--- src/rtl/if_stage_fetch.sv ---
// Instruction-fetch stage with the IF/ID pipeline register folded in.
// Owns the PC, talks to a variable-latency instruction memory over a
// req/ack handshake, honours the hazard unit's freeze and the EX-stage
// branch redirect, and presents {PC+4, instruction, valid} to decode.
//
// state | meaning
// ------+---------------------------------------------------------------
// FETCH | request outstanding for pc; ack delivers, parks or is dropped
// HOLD  | ack arrived under freeze; instruction parked in skid buffer
// DRAIN | redirect seen mid-request; wait out the old ack, then go to target
module if_stage_fetch #(
    parameter int                ADDR_W   = 32,
    parameter logic [ADDR_W-1:0] RESET_PC = '0,
    parameter logic [31:0]       BUBBLE   = 32'h0000_0000
) (
    input  logic              clk,
    input  logic              rst,
    input  logic              freeze,
    input  logic              branch_taken,
    input  logic [ADDR_W-1:0] branch_addr,
    output logic              imem_req,
    output logic [ADDR_W-1:0] imem_addr,
    input  logic [31:0]       imem_rdata,
    input  logic              imem_ack,
    output logic [ADDR_W-1:0] pc_out,
    output logic [31:0]       instr_out,
    output logic              valid_out
);

    typedef enum logic [1:0] {
        FETCH = 2'd0,
        HOLD  = 2'd1,
        DRAIN = 2'd2
    } fetchStateT;

    fetchStateT        state;
    fetchStateT        stateNext;
    logic [ADDR_W-1:0] pc;
    logic [ADDR_W-1:0] pcNext;
    logic [ADDR_W-1:0] target;
    logic [ADDR_W-1:0] targetNext;
    logic [31:0]       skidBuf;
    logic [31:0]       skidBufNext;

    logic [ADDR_W-1:0] pcPlus4;
    logic              deliver;
    logic [31:0]       deliverInstr;

    logic [ADDR_W-1:0] pcOutNext;
    logic [31:0]       instrOutNext;
    logic              validOutNext;

    // Wraps naturally modulo 2^ADDR_W.
    assign pcPlus4 = pc + ADDR_W'(4);

    // State register together with the PC, redirect target, skid buffer and IF/ID register.
    always_ff @(posedge clk or posedge rst) begin
        if (rst) begin
            state     <= FETCH;
            pc        <= RESET_PC;
            target    <= '0;
            skidBuf   <= '0;
            pc_out    <= '0;
            instr_out <= BUBBLE;
            valid_out <= 1'b0;
        end else begin
            state     <= stateNext;
            pc        <= pcNext;
            target    <= targetNext;
            skidBuf   <= skidBufNext;
            pc_out    <= pcOutNext;
            instr_out <= instrOutNext;
            valid_out <= validOutNext;
        end
    end

    // Next-state and fetch datapath; redirect beats freeze beats normal flow.
    always_comb begin
        stateNext    = state;
        pcNext       = pc;
        targetNext   = target;
        skidBufNext  = skidBuf;
        deliver      = 1'b0;
        deliverInstr = skidBuf;

        unique case (state)
            FETCH: begin
                if (imem_ack) begin
                    if (branch_taken) begin
                        // Fetched word belongs to the wrong path.
                        pcNext = branch_addr;
                    end else if (freeze) begin
                        // Park the word so the stall does not lose it.
                        skidBufNext = imem_rdata;
                        stateNext   = HOLD;
                    end else begin
                        deliver      = 1'b1;
                        deliverInstr = imem_rdata;
                        pcNext       = pcPlus4;
                    end
                end else if (branch_taken) begin
                    // The memory cannot abort, so remember where to go once it answers.
                    targetNext = branch_addr;
                    stateNext  = DRAIN;
                end
            end

            HOLD: begin
                if (branch_taken) begin
                    skidBufNext = '0;
                    pcNext      = branch_addr;
                    stateNext   = FETCH;
                end else if (!freeze) begin
                    deliver      = 1'b1;
                    deliverInstr = skidBuf;
                    pcNext       = pcPlus4;
                    stateNext    = FETCH;
                end
            end

            DRAIN: begin
                // Later redirects override earlier ones; freeze has no effect here.
                if (branch_taken) begin
                    targetNext = branch_addr;
                end
                if (imem_ack) begin
                    pcNext    = branch_taken ? branch_addr : target;
                    stateNext = FETCH;
                end
            end

            default: begin
                stateNext = FETCH;
            end
        endcase
    end

    // IF/ID register update: flush, hold, load a delivered word, or insert a bubble.
    always_comb begin
        pcOutNext    = pc_out;
        instrOutNext = instr_out;
        validOutNext = valid_out;

        if (branch_taken) begin
            pcOutNext    = '0;
            instrOutNext = BUBBLE;
            validOutNext = 1'b0;
        end else if (freeze) begin
            pcOutNext    = pc_out;
            instrOutNext = instr_out;
            validOutNext = valid_out;
        end else if (deliver) begin
            pcOutNext    = pcPlus4;
            instrOutNext = deliverInstr;
            validOutNext = 1'b1;
        end else begin
            // Never re-present a stale instruction to decode.
            pcOutNext    = '0;
            instrOutNext = BUBBLE;
            validOutNext = 1'b0;
        end
    end

    // Memory-side outputs: request in every state except HOLD, address is always the PC.
    always_comb begin
        imem_req  = (state != HOLD);
        imem_addr = pc;
    end

endmodule

--- config.mk ---
export PLATFORM = sky130hd
export DESIGN_NAME = if_stage_fetch
export DESIGN_NICKNAME = d
export VERILOG_FILES = /design/src/rtl/if_stage_fetch.sv
export SDC_FILE = /design/constraint.sdc
export NUM_CORES = 1
export LEC_CHECK = 0
export BUFFER_PORTS_ARGS = -buffer_cell sky130_fd_sc_hd__buf_4
export CORE_ASPECT_RATIO = 1.75
export CORE_MARGIN = 3
export CORE_UTILIZATION = 30
export CTS_CLUSTER_DIAMETER = 50
export DETAILED_ROUTE_END_ITERATION = 12
export SETUP_SLACK_MARGIN = 0.15
export SYNTH_ARGS = -nofsm -noshare
export SYNTH_HDL_FRONTEND = slang
export SYNTH_SLANG_ARGS = --single-unit
--- constraint.sdc ---
create_clock -name clk -period 4.55 [get_ports clk]
set_input_delay 0.455 -clock clk [delete_from_list [all_inputs] [get_ports clk]]
set_output_delay 0.455 -clock clk [all_outputs]
set_load 0.005 [all_outputs]
=== After elaboration in Yosys (flattened, before gate mapping) ===
Index checks and enable logic that the tools add are counted.

* Reductions and logical operators: 8
* Multiplexer cells: 36
* Add/subtract/negate cells: 1
* Equality and inequality tests: 14

{| class="wikitable"
|+ Operators with widths
! operator !! count
|-
| 32-bit 2-to-1 mux || 18
|-
| 32-bit one-hot mux with 2 select lines || 2
|-
| 32-bit one-hot mux with 3 select lines || 1
|-
| 32-bit by 3-bit adder with 32-bit output (second input constant) || 1
|-
| 2-bit 2-to-1 mux || 7
|-
| 2-bit != test (second input constant) || 6
|-
| 3-bit != test (second input constant) || 4
|-
| 5-bit AND reduction || 2
|-
| 1-bit 2-to-1 mux || 6
|-
| 2-bit one-hot mux with 3 select lines || 1
|-
| 2-bit by 1-bit != test with 1-bit output (second input constant) || 2
|-
| 2-bit nonzero test || 2
|-
| 3-bit AND reduction || 1
|-
| 3-bit nonzero test || 1
|-
| 2-bit by 1-bit == test with 1-bit output (second input constant) || 1
|-
| 2-bit == test (second input constant) || 1
|-
| 2-bit logical NOT || 1
|-
| 1-bit one-hot mux with 2 select lines || 1
|-
| 2-bit AND reduction || 1
|}

* Logic and storage cells: 66
* Flip-flop bits (word level): 163
* Input port bits: 69

=== Logic depth before layout (Yosys ltp) ===
Gate-level depths: netlist of run 1.

* Depth in word-level cells: 7
* Mapped depth: 8
* Depth with buffers taken out: 6

=== Least setup slack after synthesis of run 1 ===
OpenSTA, ideal clock, no wires.

* Kind: register to register
* Start point: register pc[2], in the netlist imem_addr[2]
* End point: register pc_out[24]
* Buffers on the path: 1
* Required time: 4.426 ns
* Cell stages (with the launch flop): 8
* Data arrival time: 1.848 ns
* Path slack: 2.578 ns
* Clock period less this slack: 1.972 ns
* Setup time: 0.124 ns
* Path through: dfrtp_1 -> ha_1 -> nand3_2 -> nor4_2 -> buf_2 -> nand4_1 -> and3_1 -> a211o_1

* Cells in the longest elaborated chain, start to end: 4

{| class="wikitable"
|+ Ends and longest elaborated chain
! what !! line !! text
|-
| from (decl) || 38 || <nowiki>logic [ADDR_W-1:0] pc;</nowiki>
|-
| from (signal assigned) || 68 || <nowiki>pc <= pcNext;</nowiki>
|-
| 32-bit by 3-bit adder with 32-bit output || 54 || <nowiki>assign pcPlus4 = pc + ADDR_W'(4);</nowiki>
|-
| 32-bit 2-to-1 mux || 152 || <nowiki>end else if (deliver) begin</nowiki>
|-
| 32-bit 2-to-1 mux || 148 || <nowiki>end else if (freeze) begin</nowiki>
|-
| 32-bit 2-to-1 mux || 144 || <nowiki>if (branch_taken) begin</nowiki>
|-
| to (signal assigned) || 71 || <nowiki>pc_out <= pcOutNext;</nowiki>
|-
| to (decl) || 25 || <nowiki>output logic [ADDR_W-1:0] pc_out,</nowiki>
|}

No other way between the ends. The select of a mux whose other input is x is not followed.
A chain may end at the register's enable or synchronous reset.

=== Worst setup path after layout of run 1 ===
* Start point: register pc[2], in the netlist imem_addr[2]
* End point: register pc[22], in the netlist imem_addr[22]

* Cells in the longest elaborated chain, start to end: 5

{| class="wikitable"
|+ Ends and longest elaborated chain
! what !! line !! text
|-
| 32-bit by 3-bit adder with 32-bit output * || 54 ||
|-
| 32-bit 2-to-1 mux * || 92, 113 ||
|-
| 32-bit 2-to-1 mux * || 89 || <nowiki>if (branch_taken) begin</nowiki>
|-
| 32-bit 2-to-1 mux || 88 || <nowiki>if (imem_ack) begin</nowiki>
|-
| 32-bit one-hot mux with 3 select lines * || 86 || <nowiki>unique case (state)</nowiki>
|}

Every way passes the cells marked *; elsewhere a longest branch is shown, timed or not. The select of a mux whose other input is x is not followed.

==> results of run 1 <==
cell families (layout without fill, tap and decap cells):
kind of cell	count (synthesis)	in the layout	share of synthesized area, %
compound gates	205	205	17.7
xor+xnor	18	18	2.08
fa+ha+maj	1	1	0.165
buf+inv	64	220	3.46
flops	163	163	53.8
mux	64	64	8.97
simple gates	203	203	13.9
tightest hold or removal path, stage by stage:
cell and delay [ns]:
buf_4 0.12, clkinvlp_4 0.07, buf_12 0.43
cell usage after synthesis (3+ instances only):
library cell | n | area (um2)
and2_1 | 3 | 18.8
a22o_1 | 35 | 307
mux2_2 | 30 | 338
a21oi_1 | 35 | 175
xnor2_1 | 14 | 123
a311o_1 | 9 | 90.1
nand4_1 | 6 | 37.5
buf_1 | 3 | 11.3
a211oi_1 | 3 | 22.5
nor2_1 | 18 | 67.6
a221oi_1 | 5 | 43.8
and3_1 | 33 | 206
o22ai_1 | 7 | 43.8
a211o_1 | 10 | 87.6
buf_2 | 18 | 90.1
inv_1 | 10 | 37.5
nor3_1 | 15 | 75.1
dfrtp_1 | 163 | 4080
mux2i_1 | 32 | 320
clkbuf_1 | 32 | 120
nand2_1 | 91 | 342
nand3_1 | 15 | 75.1
o31a_1 | 5 | 43.8
xor2_1 | 4 | 35.0
o21ai_0 | 81 | 405
worst min path at each step:
stage                   from    endpoint  slack (ns)  cells past startpoint
6_report                 rst   valid_out        0.14                      3
5_1_grt        imem_rdata[7]  skidBuf[7]        0.23                      2
4_1_cts        imem_rdata[2]  skidBuf[2]        0.22                      2
3_5_place_dp       valid_out   valid_out        0.47                      2
3_3_place_gp      target[26]  target[26]        0.46                      1
2_1_floorplan     target[26]  target[26]        0.45                      1
per-stage QoR:
step	cell area, um2	worst slack [ns]	power [W]
after floorplan	7590	2.02	0.00226
after global placement	9140	1.96	0.00262
after detailed placement	9140	1.95	0.00264
after CTS	9740	2.13	0.00413
after global routing	9740	1.98	0.00429
final	9740	2.17	0.00408
routing by layer:
metal  part of all wire (%)  GRT usage (%)  vias to the layer above  wire, um
li1                       -              -                     2889         -
met1                     39           18.6                     3001      8670
met2                     54           29.5                      165     12000
met3                    4.1           3.33                       35       918
met4                    3.6           8.20                        0       802
met5                      0              0                        -         0
power groups by stage:
| stage | Sequential [W] | Clock (W) | Combinational [W] |
|---|---|---|---|
| 6_report | 0.00186 | 0.00148 | 0.000742 |
| 5_1_grt | 0.00189 | 0.00158 | 0.000822 |
| 4_1_cts | 0.00186 | 0.00152 | 0.000757 |
| 3_5_place_dp | 0.00188 | 0 | 0.000754 |
| 3_3_place_gp | 0.00188 | 0 | 0.000742 |
| 2_1_floorplan | 0.00183 | 0 | 0.000432 |
flip-flops by register name (all words and copies together), names as in the netlist:
register	count
imem_addr	32
instr_out	32
pc_out	32
skidBuf	32
state	2
target	32
valid_out	1
area by class of cell:
type / instances / area, um2 / area share (%)
clock buffer: 17 / 425 / 4.37
multi-input combinational: 491 / 3280 / 33.7
timing repair buffer: 177 / 1340 / 13.8
tap: 312 / 390 / 4.01
clock inverter: 15 / 179 / 1.84
inverter: 11 / 45.0 / 0.462
sequential: 163 / 4080 / 41.9
==> metrics, run 1 <==
status=finished, final reports clean; Int Power=0.00286 W; Synth Instances=718; DRT Pass-1 Iters=4; routed vias/inst=5.13; R2R depth=7; synthesized net count=788; Synth cell types=53; most frequent cells in the layout=176 x buf_4, 163 x dfrtp_1, 91 x nand2_1; critical-path cell list=ha_1 > nand3_2 > nor4_2 > buf_4 > nand4_1 > a21o_1 > a211o_1; CTS tree=done; nature of the critical path startpoint=flip-flop; Hold Vio Cnt, Final=0; Slew @ Worst Pin=1.13 ns; Max Fclk=0.420 GHz; number of vias after detailed routing=6090; count of final setup violators=0; CTS buffer count=17; CP Max Fanout=12; clock skew=0.0122 ns; Clock power frac=36.3%; number of buffers added for setup after CTS=0; HPWL Detailed=15.4 mm; min-delay worst type=input pin to async pin; CTS Root Cell=clkbuf_16; Area growth syn-to-layout=28.4%; Comb pwr share=18.2%; vias in the first global route=6184; number of fill cells=2457; worst setup path startpoint=imem_addr[2]; Async SR Flop Fraction=100%; CP delay by family, top=simple AND/OR/NAND/NOR gates; WP data arrival=2.71 ns; Post-DRT Antenna Nets=0; flop-to-flop setup slack=2.17 ns; Setup CP Type=flip-flop to flip-flop; most common cell after layout, fill and taps aside=buf_4; Remaining DRCs=0; post-layout util=39.4%; Slowest-stage cell, CP=dfrtp_1; total die area=27300 um2; static leakage=4.57 nW; r2r endpoint=imem_addr[22]; Slew HR=24.6%; Initial DRC Count=317; sw frac=29.9%; Avg Cell Area, Syn=10.6 um2; EDFF count, synth=0; core area=24700 um2; Fin Hold WS=0.139 ns; setup tns final=0 ns; CTS max path bufs=2; htree depth=4; Port Buffers=166; sequential share of power=45.6%; CTS Sinks=163; largest net degree at the start of global routing=164; Data required, critical path=4.88 ns; share of cells above drive strength 1=29.3%; fin crit period=2.38 ns; first-pass GRT wire length=34.9 mm; Worst setup endpoint=imem_addr[22]; gr ovfl total=0; Die H=216 um; total power divided by cell area=419 nW/um2; crit path capture type=flip-flop; Initial Utilization=30.7%; final wirelength=22.4 mm; Clock transition at path regs=0.07 ns; VDD IR max=0.000265 V; initial antenna violation count=0; # nets final=931; FF-to-FF Start=imem_addr[2]; Final Non-Filler Cells=1186; Final Slew Violations=0; Core Rows=76; switching pwr=0.00122 W; diode count=0; cts repair resizes=0; CTS Hold Bufs=0; worst-skew pair later-pin latency=0.44 ns; sequential area share after synthesis=53.8%; Primary FF master, synth=dfrtp_1; Avg WL per Cell=18.9 um; Die Span X=126 um; Critical Path Stages=7; total of max-cap violations=0; num ports=167; YS warnings=0; GRT Overall Usage=16.5%; CP Buf/Inv Count=1; max incr delay on CP=0.60 ns; mapped cell area=7590 um2; crit share post-route=52.4%; RSZ-0062 raised after global routing=no; dpl cells=1154; gpl congestion=0.805; Seq cells post-synth=163
(Power assumes the default switching activity.)
==> inputs of run 2 (changes only) <==
clock period = 2.1 ns   (was 4.55 ns; I/O delays follow)
==> run 2 against run 1 <==
  * Sequential share of layout area decreased by 3.6 points
  * Total power increased by 130%
  * Worst setup slack got worse by 1.9 ns
  * Clock-buffer cell count increased by 3
  * Global-route usage increased by 0.72 points
  * Register-to-register slack got worse by 1.9 ns
  * Critical path depth decreased by 1
  * Highest routed layer unchanged
==> metrics, run 2 (synthesized netlist as in run 1, its figures left out) <==
WP data arrival=2.22 ns; Max Fclk=0.532 GHz; diode count=0; CP Max Fanout=41; core area=24700 um2; CTS Sinks=163; initial antenna violation count=0; critical-path cell list=or2_1 > nand2_1 > or2_4 > buf_12 > a21oi_1 > a21o_1; Area growth syn-to-layout=40.7%; flop-to-flop setup slack=0.22 ns; status=finished, final reports clean; Setup CP Type=flip-flop to flip-flop; HPWL Detailed=16.5 mm; max incr delay on CP=0.45 ns; Core Rows=76; Port Buffers=166; CTS tree=done; Final Slew Violations=0; CTS Root Cell=clkbuf_16; Slowest-stage cell, CP=dfrtp_1; vias in the first global route=6490; VDD IR max=0.000589 V; CP Buf/Inv Count=1; Data required, critical path=2.43 ns; DRT Pass-1 Iters=5; worst-skew pair later-pin latency=0.44 ns; min-delay worst type=input pin to flip-flop; total of max-cap violations=0; total power divided by cell area=860 nW/um2; first-pass GRT wire length=36.7 mm; num ports=167; Hold Vio Cnt, Final=0; share of cells above drive strength 1=31.2%; gpl congestion=0.846; Slew @ Worst Pin=0.794 ns; fin area=10700 um2; pre-CTS worst setup slack=0.141 ns; count of final setup violators=0; Avg WL per Cell=18.9 um; largest net degree at the start of global routing=66; # nets final=1023; nature of the critical path startpoint=flip-flop; GRT Overall Usage=17.2%; total die area=27300 um2; final wirelength=24.1 mm; Cell Area, Placed=9450 um2; RSZ-0062 raised after global routing=yes; crit share post-route=89.6%; static leakage=5.01 nW; htree depth=4; CP delay by family, top=simple AND/OR/NAND/NOR gates; most frequent cells in the layout=207 x buf_4, 158 x dfrtp_1, 91 x nand2_1; Initial DRC Count=315; Die H=216 um; CTS max path bufs=2; fin crit period=1.88 ns; clock skew=0.00613 ns; Die Span X=126 um; Initial Utilization=30.7%; most common cell after layout, fill and taps aside=buf_4; fin worst setup slack=0.219 ns; Slew HR=47.1%; CTS buffer count=17; Post-DRT Antenna Nets=0; routed vias/inst=5.08; number of vias after detailed routing=6493; Clock transition at path regs=0.06 ns; Remaining DRCs=0; crit path capture type=flip-flop; gr ovfl total=0
-- run 2: cell types whose count changed in the layout (fill, tap and decap cells not counted), moves of 2 or more --
cell	previous run	this run
dfrtp_1	163	158
buf_12	1	6
dlygate4sd3_1	0	54
buf_4	176	207
clkinvlp_4	4	2
clkinv_4	5	3
inv_8	2	0
dfrtp_2	0	5
clkbuf_8	0	2
-- run 2: through the flow --
step / total power [W] / hold WS [ns] / utilization [%] / cells / setup TNS [ns]
floorplan: 0.00489 / 0.345 / - / 718 / -29.47
global placement: 0.00583 / 0.350 / 38.2 / 1187 / 0
detailed placement: 0.00587 / 0.345 / 38.2 / 1187 / 0
CTS: 0.00924 / 0.000158 / 42.9 / 1272 / 0
global route: 0.00963 / 0.00565 / 43.2 / 1277 / 0
finish: 0.00919 / 0.0200 / 43.2 / 1277 / 0
-- run 2: cell type report --
| class | count | area, um2 |
|---|---|---|
| clock buffers | 20 | 457 |
| clock inverters | 11 | 151 |
| fillers | 2392 | 14000 |
| inverters | 11 | 45.0 |
| multi-input cells | 493 | 3340 |
| flip-flops and latches | 163 | 4090 |
| well taps | 312 | 390 |
| repair buffers | 267 | 2210 |
-- run 2: metal layers --
layer | track usage [%] | part of all wire [%] | vias up | wire length (um)
li1 | - | - | 3082 | -
met1 | 19.9 | 40 | 3210 | 9710
met2 | 30.4 | 53 | 163 | 12700
met3 | 3.35 | 3.6 | 38 | 880
met4 | 8.23 | 3.4 | 0 | 810
met5 | 0 | 0 | - | 0
-- run 2: what timing repair did --
action / CTS / global route
pin swaps: 0 / 2
setup buffers: 0 / 3
resized for setup: 4 / 7
setup endpoints to repair: 9 / 50
endpoints found under the hold margin: 71 / 0
gates cloned: 0 / 2
hold buffers: 54 / 0
-- run 2: worst paths after layout --
check | from | to | depth (start not counted)
worst min-delay path | imem_rdata[31] | skidBuf[31] | 2
min in group asynchronous | rst | pc_out[21] | 3
worst max-delay path | state[0] | pc_out[8] | 6
worst max register to register | state[0] | pc_out[8] | 6
worst min register to register | target[27] | target[27] | 1
max in group asynchronous | rst | pc_out[24] | 4
-- run 2: where the power goes --
group | leakage, nW | switching [W] | internal, W
clock | 0.297 | 0.00132 | 0.00193
sequential | 2.09 | 0.000337 | 0.00358
combinational | 2.62 | 0.000966 | 0.00105
total | 5.01 | 0.00263 | 0.00656
-- run 2: worst register-to-register path, delay by kind of cell, from the launching register on --
kind	cells	cell delay (ns)
buffers and inverters	1	0.24
AO/OA/AOI/OAI	2	0.25
flip-flops	1	0.45
AND/OR/NAND/NOR	3	0.84
==> inputs of run 3 (changes only) <==
--- a/config.mk
+++ b/config.mk
@@ -6,4 +6,5 @@
 export NUM_CORES = 1
 export LEC_CHECK = 0
+export ABC_AREA = 1
 export BUFFER_PORTS_ARGS = -buffer_cell sky130_fd_sc_hd__buf_4
 export CORE_ASPECT_RATIO = 1.75
@@ -13,4 +14,5 @@
 export DETAILED_ROUTE_END_ITERATION = 12
 export SETUP_SLACK_MARGIN = 0.15
+export SLEW_MARGIN = 20
 export SYNTH_ARGS = -nofsm -noshare
 export SYNTH_HDL_FRONTEND = slang
==> constraint.sdc (replaced) <==
create_clock -name clk -period 2.1 [get_ports clk]
set_input_delay 0.63 -clock clk [delete_from_list [all_inputs] [get_ports clk]]
set_output_delay 0.63 -clock clk [all_outputs]
set_load 0.005 [all_outputs]
==> run 3 against run 2 <==
  * Clock-buffer cell count grew 1
  * Fmax grew 1.8%
  * First-iteration DRC count grew 51%
  * Critical endpoint is now imem_req
  * Largest power group unchanged
==> metrics, run 3 <==
first-pass GRT wire length=39.1 mm; Post-DRT Antenna Nets=0; crit share post-route=88.0%; max incr delay on CP=0.37 ns; number of vias after detailed routing=7250; Slew @ Worst Pin=0.481 ns; Remaining DRCs=0; Die Span X=131 um; total of max-cap violations=0; Final Slew Violations=0; Die H=225 um; Setup CP Type=flip-flop to primary output; count of final setup violators=0; top cells by count, synth=205 x nand2_1, 164 x o21ai_0, 163 x dfrtp_1; min-delay worst type=input pin to async pin; most common cell after layout, fill and taps aside=nand2_1; nature of the critical path startpoint=flip-flop; Max Fclk=0.541 GHz; CTS tree=done; initial antenna violation count=0; CTS Root Cell=clkbuf_16; Primary FF master, synth=dfrtp_1; CTS buffer count=17; Async SR Flop Fraction=100%; Critical Path Stages=4; most frequent cell on the critical path=inv_1; Hold Vio Cnt, Final=0; setup tns final=0 ns; gr ovfl total=0; CP Max Fanout=2; RSZ-0062 raised after global routing=no; static leakage=5.24 nW; mapped cell area=8250 um2; critical-path cell list=inv_1 > nor2_1 > inv_1 > buf_4; top cell type's share of synthesized area=49.5%; synthesized net count=1077; Seq cells post-synth=163; Slowest-stage cell, CP=dfrtp_2; gpl congestion=0.927; CTS Sinks=163; VDD IR max=0.000665 V; diode count=0; Data required, critical path=1.47 ns; number of fill cells=2773; biggest area consumer among synthesized cells=dfrtp_1; CP delay by family, top=flip-flops; routed vias/inst=4.71; Synth cell types=38; WP data arrival=1.22 ns; Synth Instances=1007; crit path capture type=primary output; final wirelength=24.5 mm; Port Buffers=166; # nets final=1233; share of cells above drive strength 1=22.7%; core area=26800 um2; sequential area share after synthesis=49.5%; R2R depth=7; total die area=29600 um2; Slew HR=67.9%; HPWL Detailed=18.1 mm; total power divided by cell area=850 nW/um2; Clock transition at path regs=0.07 ns; multi-input logic area=3430 um2; Avg Cell Area, Syn=8.19 um2; worst-skew pair later-pin latency=0.44 ns; htree depth=4; fin worst setup slack=0.252 ns; status=finished, final reports clean; clock skew=0.0109 ns; EDFF count, synth=0; most frequent cell after synthesis=nand2_1; Avg WL per Cell=15.9 um; Initial DRC Count=476; CP Buf/Inv Count=3; vias in the first global route=7237; synth top area cells=dfrtp_1 49%, o21ai_0 10%, nand2_1 9.3%; Initial Utilization=30.8%; Area growth syn-to-layout=28.7%; CTS max path bufs=2; most frequent cells in the layout=205 x nand2_1, 178 x buf_4, 164 x o21ai_0; fin crit period=1.85 ns; register area=4080 um2; DRT Pass-1 Iters=5; GRT Overall Usage=16.8%; largest net degree at the start of global routing=82; YS warnings=0; Core Rows=79; num ports=167; pre-CTS worst setup slack=0.201 ns
==> run 3: cell count changes after synthesis, sizes merged, moves of 34 or more <==
cell,previous run,this run
and3,34,0
inv,10,129
nand2,91,218
nand3,18,55
nor2,18,106
o21ai,82,175
==> run 3: final timing paths <==
| kind | start | endpoint | slack, ns |
|---|---|---|---|
| worst max-delay path | state[0] | imem_req | 0.25 |
| worst min-delay path | rst | target[18] | 0.31 |
| worst max register to register | imem_addr[3] | imem_addr[16] | 0.31 |
| worst min register to register | pc_out[21] | pc_out[21] | 0.48 |
| max in group asynchronous | rst | state[1] | 1.32 |
| min in group clk | imem_ack | state[1] | 0.37 |
==> run 3: metrics by stage <==
step                hold WS, ns  utilization, %  cell area [um2]  total power [W]  std cells
finish                    0.312            39.6            10600          0.00902       1538
global route              0.321            39.6            10600          0.00956       1538
CTS                       0.298            39.6            10600          0.00915       1538
floorplan                 0.472               -             8250          0.00507       1007
global placement          0.467            37.4            10000          0.00600       1506
detailed placement        0.469            37.4            10000          0.00603       1506
==> run 3: per-layer routing <==
layer	global-route usage, %	up-vias	share of wire (%)
li1	-	3590	-
met1	18.7	3424	39
met2	30.7	191	53
met3	3.53	45	4.4
met4	7.46	0	3.0
met5	0	-	0
==> run 3: final cells by class <==
| type | instances | share of cell area (%) |
|---|---|---|
| flip-flops and latches | 163 | 38.5 |
| multi-input cells | 661 | 32.3 |
| repair buffers | 191 | 15.0 |
| inverters | 129 | 4.60 |
| well taps | 364 | 4.29 |
| clock buffers | 21 | 4.25 |
| clock inverters | 9 | 1.01 |
==> run 3: cell families after synthesis <==
group           after synthesis  synth area share [%]
simple gates                391                  21.0
compound gates              254                  18.2
buf+inv                     183                  9.26
flops                       163                  49.5
xor+xnor                     15                  1.96
fa+ha+maj                     1                 0.152
==> run 3: what timing repair did <==
item | in CTS | in global routing
hold buffers | 0 | 0
buffers inserted | 2 | 0
resized for setup | 2 | 3
setup endpoints to repair | 1 | 4
==> run 3: where the power goes <==
group | switching [W] | internal [W]
Combinational | 0.00119 | 0.000849
Sequential | 0.000342 | 0.00358
Clock | 0.00129 | 0.00177
Total | 0.00282 | 0.00620
==> run 3: worst register-to-register path: cells and delay by family, from the launching register on <==
| family | cells | cell delay [ns] |
|---|---|---|
| AO/OA/AOI/OAI | 1 | 0.15 |
| AND/OR/NAND/NOR | 4 | 0.64 |
| flip-flops | 1 | 0.40 |
| adder cells (fa/ha/maj) | 1 | 0.24 |
| XOR/XNOR | 1 | 0.27 |
